===== config.mk =====
export PLATFORM = sky130hd
export DESIGN_NAME = debug_port_tx
export DESIGN_NICKNAME = d
export VERILOG_FILES = /design/src/rtl/debug_port_tx.sv
export SDC_FILE = /design/constraint.sdc
export NUM_CORES = 1
export LEC_CHECK = 0
export ABC_AREA = 0
export CAP_MARGIN = 20
export CORE_ASPECT_RATIO = 0.8
export CORE_MARGIN = 2
export CORE_UTILIZATION = 48
export CTS_CLUSTER_DIAMETER = 150
export CTS_CLUSTER_SIZE = 40
export DETAILED_ROUTE_END_ITERATION = 8
export GPL_ROUTABILITY_DRIVEN = 0
export PLACE_DENSITY = 0.81
export SYNTH_ARGS = -nofsm -noshare
export SYNTH_HDL_FRONTEND = slang
export SYNTH_SLANG_ARGS = --single-unit

===== constraint.sdc =====
create_clock -name clk -period 3.1 [get_ports clk]
set_input_delay 0.62 -clock clk [delete_from_list [all_inputs] [get_ports clk]]
set_output_delay 0.62 -clock clk [all_outputs]
set_load 0.01 [all_outputs]

===== src/rtl/debug_port_tx.sv =====
// UART transmitter that snapshots debug_port_vector on trigger and sends it as a framed byte stream.
// Define DEBUG_TX_CHECKSUM_EN to append an XOR checksum byte over the payload.
module debug_port_tx #(
    parameter int          DEBUG_BYTES  = 30,
    parameter int          CLKS_PER_BIT = 104,
    parameter logic [7:0]  SYNC_BYTE    = 8'hA5
) (
    input  logic                       clk,
    input  logic                       nreset,
    input  logic [8:DEBUG_BYTES*8-1]   debug_port_vector,
    input  logic                       trigger,
    output logic                       busy,
    output logic                       frame_done,
    output logic                       uart_tx
);

    localparam int BAUD_W = $clog2(CLKS_PER_BIT);
    localparam int BYTE_W = $clog2(DEBUG_BYTES + 1);
`ifdef DEBUG_TX_CHECKSUM_EN
    localparam int NUM_BYTES = DEBUG_BYTES + 1;
`else
    localparam int NUM_BYTES = DEBUG_BYTES;
`endif
    localparam int NUM_SLOTS = 1 << BYTE_W;
    localparam logic [BAUD_W-1:0] BAUD_LAST = BAUD_W'(CLKS_PER_BIT - 1);
    localparam logic [BYTE_W-1:0] BYTE_LAST = BYTE_W'(NUM_BYTES - 1);

    typedef enum logic [1:0] {IDLE, START, DATA, STOP} state_t;

    state_t                     state, state_nx;
    logic [BAUD_W-1:0]          baud, baud_nx;
    logic [2:0]                 bit_idx, bit_nx;
    logic [BYTE_W-1:0]          byte_idx, byte_nx;
    logic                       done_nx;
    logic                       capture;
    logic                       bit_end;
    logic [8:DEBUG_BYTES*8-1]   shadow;
    logic [7:0]                 slot [NUM_SLOTS];

    // Frame byte table: header, payload bytes (shadow index k*8 is the MSB), optional checksum.
    always_comb begin
        for (int k = 0; k < NUM_SLOTS; k++) begin
            slot[k] = '0;
        end
        slot[0] = SYNC_BYTE;
        for (int k = 1; k < DEBUG_BYTES; k++) begin
            for (int j = 0; j < 8; j++) begin
                slot[k][7-j] = shadow[k*8+j];
            end
        end
`ifdef DEBUG_TX_CHECKSUM_EN
        for (int k = 1; k < DEBUG_BYTES; k++) begin
            slot[DEBUG_BYTES] = slot[DEBUG_BYTES] ^ slot[k];
        end
`endif
    end

    always_ff @(posedge clk) begin
        if (nreset) begin
            state      <= IDLE;
            baud       <= '0;
            bit_idx    <= '0;
            byte_idx   <= '0;
            frame_done <= 1'b0;
            shadow     <= '0;
        end else begin
            state      <= state_nx;
            baud       <= baud_nx;
            bit_idx    <= bit_nx;
            byte_idx   <= byte_nx;
            frame_done <= done_nx;
            if (capture) begin
                shadow <= debug_port_vector;
            end
        end
    end

    assign bit_end = (baud == BAUD_LAST);

    always_comb begin
        state_nx = state;
        baud_nx  = baud;
        bit_nx   = bit_idx;
        byte_nx  = byte_idx;
        done_nx  = 1'b0;
        capture  = 1'b0;
        uart_tx  = 1'b1;
        busy     = (state != IDLE);
        case (state)
            IDLE: begin
                if (trigger) begin
                    capture  = 1'b1;
                    byte_nx  = '0;
                    bit_nx   = '0;
                    baud_nx  = '0;
                    state_nx = START;
                end
            end
            START: begin
                uart_tx = 1'b0;
                if (bit_end) begin
                    baud_nx  = '0;
                    bit_nx   = '0;
                    state_nx = DATA;
                end else begin
                    baud_nx = baud + 1'b1;
                end
            end
            DATA: begin
                uart_tx = slot[byte_idx][bit_idx];
                if (bit_end) begin
                    baud_nx = '0;
                    if (bit_idx == 3'd7) begin
                        state_nx = STOP;
                    end else begin
                        bit_nx = bit_idx + 1'b1;
                    end
                end else begin
                    baud_nx = baud + 1'b1;
                end
            end
            STOP: begin
                if (bit_end) begin
                    baud_nx = '0;
                    if (byte_idx == BYTE_LAST) begin
                        state_nx = IDLE;
                        done_nx  = 1'b1;
                    end else begin
                        byte_nx  = byte_idx + 1'b1;
                        state_nx = START;
                    end
                end else begin
                    baud_nx = baud + 1'b1;
                end
            end
            default: state_nx = IDLE;
        endcase
    end

endmodule


==> results.md, run 1 <==
- The detailed-route wire length per cell is between 15 and 20 um.
- The global routing usage on met1 is 0.3872.
- The endpoint with the worst hold slack is shadow[105]$_SDFFE_PP0P_.
- In this run, synthesis inferred 0 flip-flops with an integrated enable.
- The maximum clock insertion buffer count is 3.
- The portion of total power attributed to the clock network is 0.190.
- Synthesis produced a netlist whose cell count is 1343.
- The global-route wire length before repair is 51030 um.
- The floorplan step defined a core boundary enclosing 22620 um2.
- STA classifies the critical path startpoint as a flop.
- The total leakage power is 5.224 nW.
- The summed instance area of the synthesized netlist is 11120 um2.
- The final reports fail on negative setup slack.
- The detailed placer's ending HPWL is 24290 um.
- The core utilization of the finished layout is 0.6373.
- The type of the tightest min-delay check is flop to flop.
- The largest single stage delay on the critical path is around 400 ps.
- The worst slack on hold paths is 464.0 ps.
- The area of all sequential standard cells is 5015 um2.
- The final count of pins violating max slew was 0.
- The CTS tree is yes.
- The most common cell in the synthesized netlist is sky130_fd_sc_hd__nand2_1.
- Yosys attributes the largest share of cell area to sky130_fd_sc_hd__dfxtp_1, sky130_fd_sc_hd__nand2_1, sky130_fd_sc_hd__a21oi_1.
- The depth of the most critical reg-to-reg path is 10.
- Fill cells in the final layout number 1790.
- The peak clock frequency supported by timing is 0.2949 GHz.
- After clock tree synthesis, the clock-pin slew on the worst setup and hold paths is 140 ps.
- The total via count in the routed design is 10430.
- The number of nets in the layout is 1803.
- The floorplan step defined a die boundary enclosing about 24000 um2.
- After detailed routing, the total wire length is ~33000 um.
- The clock latency on the worst-skew pair is 490 ps.
- Setup violations remaining at the end of the flow were counted as 1.
- Dividing the final minimum period by the clock period gives 1.094.
- The terminus of the critical flop-to-flop path is byte_idx[3]$_SDFFE_PP0P_.
- In the global route stage, met3 resource usage came out at 0.04452.
- Measured along the x axis, the die boundary spans ~170 um.
- The number of clock buffers added by TritonCTS is 10.
- The count of endpoints failing hold in the final timing report is 0.
- Data arrives at the worst endpoint at 2770 ps.
- The library cell with the largest summed area after synthesis is sky130_fd_sc_hd__dfxtp_1.
- The via count of the first global-routing pass was 9641.
- The clock skew is 43.31 ps.
- Entering global routing, the biggest net connects 121 pins.
- After the first detailed-routing iteration, the DRC count stood at 1117.
- The critical path in this run is classified as flop to output pin.
- The number of antenna violations at the first check in global routing is 0.
- Summing all multi-input logic gate instances after layout gives 5560 um2.
- The design area is 14420 um2.
- The count of inserted antenna diode cells is 0.
- The critical-path maximum fanout is 6.
- After layout, the worst setup slack is -290.5 ps.
- The unique cell type count in the Yosys netlist is 66.
- The combinational fraction of design power is 0.327.
- Cell internal power was estimated by the tool at 5.625 mW.
- The flow ran to the end, but the final reports show violations.
- For this design the top-level I/O count stands at 238.
- At the pin with the least slew margin, the transition time is 815.1 ps.
- For the finished layout, the period the worst path requires is 3391 ps.
- The worst-case IR drop observed on VDD is 0.3916 mV.
- The commonest cells after synthesis are sky130_fd_sc_hd__nand2_1, sky130_fd_sc_hd__a21oi_1, sky130_fd_sc_hd__dfxtp_1.
- The layer flagged by global routing as most heavily used is met2.
- The buffer type at the clock tree root is sky130_fd_sc_hd__clkbuf_16.
- The fraction of power consumed by sequential logic is 0.483.
- The tool flagged a number of max-cap violations equal to 0.
- The initial utilization of the core area, before any placement, comes to 0.4916.
- The maximum level of the CTS H-tree is 1.
- After detailed routing, the number of remaining DRC violations is 0.
- For this design, the CTS-stage hold fixing added 0 buffers.
- The post-synthesis area per instance is roughly 8.3 um2.
- The count of nets left with antenna violations once routing finished came out at 0.
- The total clock sinks is 250.
- The origin of the critical flop-to-flop path is byte_idx[1]$_SDFFE_PP0P_.
- Setup repair after global routing could not meet its margin everywhere.
- The synthesis warning total is 0.
- In this run the tightest slew margin relative to its limit is 0.4566.
- Of the post-synthesis cell area, the dominant cell type holds 0.4500.
- The signal on the critical path passes through buf_6 > buf_6 > buf_4 > buf_4 > mux4_2 > nor2_1 > nor3_2 > a211o_1 > a31oi_1 > nor4_2 > buf_2.
- In this run the power density over the cells is 605.6 nW/um2.
- The worst hold path was traced through 2 stages.
- The total cell area at the placement stage is 13900 um2.
- The number of port buffers is 237.
- Among all stages on the critical path, the largest delay is contributed by sky130_fd_sc_hd__dfxtp_4.
- The post-synthesis to final-layout area growth is 29.63%.
- The worst setup path is captured at an output pin.
- For met2 alone, demand over resource in global routing was 0.3937.
- The net switching fraction of the power is 0.3558.
- The global-route total usage across every layer is 0.2602.
- The switching power of the nets is roughly 3.1 mW.
- The number of nets in the synthesized netlist is 1587.
- In this run the core area contains 49 standard-cell rows.
- The detailed-routing iteration count for the pre-antenna-repair pass is 5.
- The sequential element share of the synthesized area is 0.4500.
- The reg2reg setup slack is between 500 and 600 ps.
- The critical path starts at byte_idx[0]$_SDFFE_PP0P_.
- The endpoint required time on the critical path is 2480 ps.
- After detailed routing, the number of vias per cell comes to between 5 and 6.
- The number of flip-flops and latches in the synthesized netlist is between 200 and 300.
- The proportion of layout cells with a drive suffix above 1 is 0.1019.
- After global routing the overflow that remains totals 0.
- The top flip-flop cell by instance count after synthesis is sky130_fd_sc_hd__dfxtp_1.
- The source of the worst hold timing path is shadow[105]$_SDFFE_PP0P_.
- Of all flip-flops after synthesis, the portion carrying an async set or reset was 0.
- The die height is 140.2 um.
[through the flow]
stage	TNS, ps	setup slack (ps)	instances	total power [mW]
finish	-290.5	-290.5	1866	8.731
global route	-343.9	-343.9	1866	9.186
CTS	-300.3	-300.3	1866	8.678
detailed placement	-238.5	-238.5	1844	7.039
global placement	-199.8	-199.8	1844	6.978
floorplan	0	516.4	1343	5.968
[layout make-up]
class                   count  share of cell area
flip-flops and latches    250              0.3478
multi-input cells         972              0.3857
inverters                  12            0.003124
repair buffers            313              0.2154
well taps                 306             0.02656
clock buffers              12             0.01935
clock inverters             1            0.002083
[placed cells by master (no fill, tap or decap), drive strengths merged, types with 2 or more instances in the layout]
cell type	netlist	routed
nand2	476	476
a21oi	253	253
dfxtp	250	250
clkdlybuf4s50	0	235
buf	27	76
mux2i	40	40
mux4	32	32
nor2	25	25
o21ai	16	16
clkbuf	82	14
inv	12	12
a221oi	11	11
ha	9	9
mux2	9	9
nand3	8	8
a221o	6	6
nor2b	6	6
nor3	6	6
nand4	5	5
o22ai	5	5
a211oi	5	5
a311oi	5	5
a22oi	4	4
and3	4	4
nor3b	4	4
or2	4	4
nand3b	3	3
nand2b	3	3
o211ai	3	3
and2	3	3
a211o	2	2
a22o	2	2
nor4	2	2
or3b	2	2
o21bai	2	2
xnor2	2	2
nor4b	2	2
a2111oi	2	2
[registers in the layout (all words and copies together), names as in the netlist]
name	flops
byte_idx	5
shadow	232
frame_done	1
bit_idx	3
baud	7
state	2
[worst max-delay path by stage]
stage               slack [ps]  cells after the start       to
floorplan                  520                      9  uart_tx
global placement          -200                      8  uart_tx
detailed placement        -240                      8  uart_tx
CTS                       -300                      9  uart_tx
global route              -340                     11  uart_tx
finish                    -290                     11  uart_tx
[per-layer routing]
layer / up-vias / share of wire
met5: - / 0
met4: 0 / 0.025
met3: 60 / 0.11
met2: 535 / 0.43
met1: 4852 / 0.43
li1: 4981 / -
[kinds of logic (layout without fill, tap and decap cells)]
| logic type | Yosys count | count (layout) | synth area share |
|---|---|---|---|
| flops | 250 | 250 | 0.4500 |
| compound gates | 325 | 325 | 0.1646 |
| simple gates | 554 | 554 | 0.2013 |
| fa+ha+maj | 9 | 9 | 0.01013 |
| mux | 81 | 81 | 0.1136 |
| xor+xnor | 3 | 3 | 0.002363 |
| buf+inv | 121 | 338 | 0.05805 |
[worst max-delay path, delay by kind of cell, from the launching register on]
| family | cells | cell delay (ps) |
|---|---|---|
| buf+inv | 5 | 700 |
| simple gates | 3 | 570 |
| flops | 1 | 400 |
| mux | 1 | 330 |
| compound gates | 2 | 260 |
[what timing repair did]
item	CTS	global route
gates resized for setup	14	25
buffers inserted	8	0
endpoints found under the setup margin	1	1
gates cloned	1	1
pin swaps	5	10
[power by group through the flow]
stage / sequential [mW] / combinational [mW] / clock (mW)
after floorplan: 4.07 / 1.90 / 0
after global placement: 4.26 / 2.72 / 0
after detailed placement: 4.26 / 2.78 / 0
after CTS: 4.19 / 2.81 / 1.67
after global routing: 4.26 / 3.15 / 1.78
final: 4.22 / 2.85 / 1.66
(Power assumes the default switching activity.)
==> inputs of run 2 (changes only) <==
--- a/config.mk
+++ b/config.mk
@@ -10,6 +10,7 @@
 export CORE_ASPECT_RATIO = 0.8
 export CORE_MARGIN = 2
 export CORE_UTILIZATION = 48
+export CTS_BUF_LIST = sky130_fd_sc_hd__clkbuf_4
 export CTS_CLUSTER_DIAMETER = 150
 export CTS_CLUSTER_SIZE = 40
 export DETAILED_ROUTE_END_ITERATION = 8
==> run 2 against run 1 <==
- the run still ends with negative setup slack left
- core utilization down 0.29 points
- global-route usage is 0.43 points lower
- sequential share of layout area increased by 0.18 points
- combinational power about the same
- first-iteration DRC count is 1.4% higher
- clock-buffer cell count did not move
- die area did not move
- via count rose by 0.83%
- worst hold slack worse by 91 ps
- register-to-register slack about the same
- flip-flop and latch count is the same
- fmax fell by 8.5%
- largest power group unchanged
- highest routed layer unchanged
==> results.md, run 2 (synthesized netlist as in run 1, its figures left out) <==
- The flow ran to the end, but the final reports show violations.
- The checks that failed: negative setup slack.
- The setup slack of the critical path after layout is -603.8 ps.
- The clock latency on the worst-skew pair is 730 ps.
- The peak clock frequency supported by timing is about 0.27 GHz.
- The global-route total usage across every layer is 0.2559.
- Of all nets on the critical path, the largest fanout is 6.
- The detail route stage leaves a number of antenna-violating nets equal to 0.
- The largest individual stage delay along the critical path comes from the cell sky130_fd_sc_hd__dfxtp_4.
- The most frequent standard cell in the layout excluding fill and tap cells is sky130_fd_sc_hd__nand2_1.
- The detailed placer's ending HPWL is ~24000 um.
- The top cell types in the final layout, fill and taps aside, are sky130_fd_sc_hd__nand2_1, sky130_fd_sc_hd__a21oi_1, sky130_fd_sc_hd__dfxtp_1, sky130_fd_sc_hd__clkdlybuf4s50_1, sky130_fd_sc_hd__buf_4.
- The number of cells after detailed placement is 1844.
- The worst slack on hold paths is ~370 ps.
- The buffer type at the clock tree root is sky130_fd_sc_hd__clkbuf_4.
- The number of cells on the worst hold path is 3.
- Setup repair after global routing could not meet its margin everywhere.
- Measured against its own limit, the worst slew margin works out to 0.4616.
- The cell family with the largest share of critical-path delay is simple AND/OR/NAND/NOR gates.
- The number of buffers and inverters on the critical path is 3.
- STA classifies the critical path endpoint as an output pin.
- The maximum level of the CTS H-tree is 1.
- The global-route wire length before repair is 50260 um.
- The core area is 22620 um2.
- More flip-flops sit in one register than any other, and that register is shadow.
- Adding up every negative setup slack in the final design gives -603.8 ps.
- The via count of the first global-routing pass is 9515.
- The count of pins on the block boundary is between 200 and 250.
- The die footprint is 24410 um2.
- The count of cells in the finished layout, fillers not included, comes to roughly 1900.
- In this run, CTS created clock tree buffers numbering 10.
- From bottom edge to top edge, the die measures 140.2 um.
- The worst hold path begins at debug_port_vector[112].
- The initial DRC count is 1133.
- Measured along the x axis, the die boundary spans 174.2 um.
- The post-detailed-routing wire length is 33410 um.
- Using the TritonRoute via totals, the vias-per-cell ratio works out to around 5.6.
- Clock-pin slew was measured on the worst setup and hold paths at 380 ps.
- For this design the ratio of total power to cell area is 574.3 nW/um2.
- The maximum number of pins on one net before global-route repair is 121.
- The total via count in the routed design is 10520.
- The floorplan has 49 rows.
- The number of buffers inserted for hold repair after clock tree synthesis is 0.
- The total clock sinks is 250.
- From synthesis to final layout, the design area changed by 29.04%.
- The maximum clock insertion buffer count is 3.
- STA puts the critical path data arrival time at 3080 ps.
- The largest registers in the layout are shadow (232), baud (7), byte_idx (5).
- The number of flip-flops under the largest register name is 232.
- Dividing the detail-routed wire length by the instance count gives 17.81 um.
- The count of endpoints failing hold in the final timing report is 0.
- The net count of the finished layout is ~1800.
- The detailed-routing iteration count for the pre-antenna-repair pass is 6.
- The proportion of layout cells with a drive suffix above 1 is 0.1115.
- The startpoint-to-endpoint class of the critical path is flop to output pin.
- The signal on the critical path passes through buf_6 > buf_12 > mux2i_1 > a221oi_1 > a211oi_1 > nor4b_2 > a31oi_1 > nor4_2 > buf_2.
- The total leakage power is 5.190 nW.
- For the pin with the worst max-slew slack, the measured transition is 807.6 ps.
- The maximum VDD drop is 0.3814 mV.
- The critical path runs through a total of 9 cells.
- Counting cells, the worst reg-to-reg path comes to 10.
- Of the available clock period, the critical path in the final layout requires 1.195.
- The starting utilization of the core area is 0.4916.
- Global routing finished with a remaining overflow of 0.
- The remaining routing DRC violations is 0.
- The number of antenna violations at the first check in global routing is 1.
- The tool flagged a number of max-cap violations equal to 0.
- The pre-CTS worst setup slack is -238.5 ps.
- Clock skew on the completed layout was measured at 122.0 ps.
- The type of the tightest min-delay check is input pin to flop.
- Counting the fill cells in the layout gives 1823.
- For this run, the slowest stage of the critical path takes 460 ps.
- The smallest clock period supported by the final layout is computed as 3704 ps.
- The CTS tree is yes.
- The launching element type of the critical path is a flop.
- The endpoint required time on the critical path is 2480 ps.
- Buffers placed on the I/O ports in this run total 237.
- The startpoint identified for the worst register-to-register timing path is byte_idx[1]$_SDFFE_PP0P_.
- The worst setup path startpoint is byte_idx[0]$_SDFFE_PP0P_.
- The final count of pins violating max slew was 0.
- The number of setup violations in the final report is 1.
-- run 2: cell count changes in the layout (fill, tap and decap cells not counted), moves of 2 or more --
cell and change:
sky130_fd_sc_hd__mux4_2 +2, sky130_fd_sc_hd__mux4_1 -2, sky130_fd_sc_hd__clkbuf_16 -10, sky130_fd_sc_hd__clkbuf_4 +12
sky130_fd_sc_hd__buf_6 +3, sky130_fd_sc_hd__buf_4 +5
-- run 2: cell type report --
class | instances | area, um2 | area share
clock inverters | 1 | 30.03 | 0.002092
well taps | 306 | 382.9 | 0.02668
inverters | 12 | 45.04 | 0.003139
flip-flops and latches | 250 | 5017 | 0.3496
clock buffers | 12 | 90.09 | 0.006277
repair buffers | 322 | 3194 | 0.2226
diodes | 1 | 2.502 | 0.0001744
multi-input cells | 972 | 5589 | 0.3894
-- run 2: final timing paths --
| check | end | slack [ps] |
|---|---|---|
| hold / removal | shadow[112]$_SDFFE_PP0P_ | 370 |
| setup / recovery | uart_tx | -600 |
| hold reg to reg | shadow[105]$_SDFFE_PP0P_ | 470 |
| setup reg to reg | byte_idx[3]$_SDFFE_PP0P_ | 560 |
-- run 2: timing repair --
item                       4_1_cts  5_1_grt
buffers inserted                 6       11
cloned                           0        2
setup endpoints to repair        1        2
pin swaps                        5       21
gates resized for setup         19       37
-- run 2: metal layers --
metal	vias up	track usage	share of wire
li1	4996	-	-
met1	4905	0.3872	0.44
met2	557	0.3839	0.44
met3	57	0.04072	0.10
met4	0	0.05617	0.022
met5	-	0	0
-- run 2: stage by stage --
stage | utilization | total power [mW] | instance area [um2]
detailed placement | 0.6144 | 7.039 | 13900
global route | 0.6344 | 8.690 | 14350
finish | 0.6344 | 8.242 | 14350
CTS | 0.6236 | 8.137 | 14110
global placement | 0.6144 | 6.978 | 13900
floorplan | - | 5.968 | 11120
-- run 2: report_power, final --
group | switching, mW | internal [mW] | total [mW]
logic | 1.71 | 1.17 | 2.88
registers | 0.412 | 3.81 | 4.22
clock network | 0.943 | 0.198 | 1.14
-- run 2: worst reg2reg max path, stage by stage, from the launching register on --
cell	delay [ps]
sky130_fd_sc_hd__dfxtp_4	490
sky130_fd_sc_hd__buf_12	190
sky130_fd_sc_hd__inv_2	100
sky130_fd_sc_hd__buf_4	170
sky130_fd_sc_hd__ha_1	180
sky130_fd_sc_hd__nand4_1	190
sky130_fd_sc_hd__nand4_1	120
sky130_fd_sc_hd__a21oi_1	560
sky130_fd_sc_hd__nand4_1	210
sky130_fd_sc_hd__xnor2_1	230
sky130_fd_sc_hd__nor2_1	70
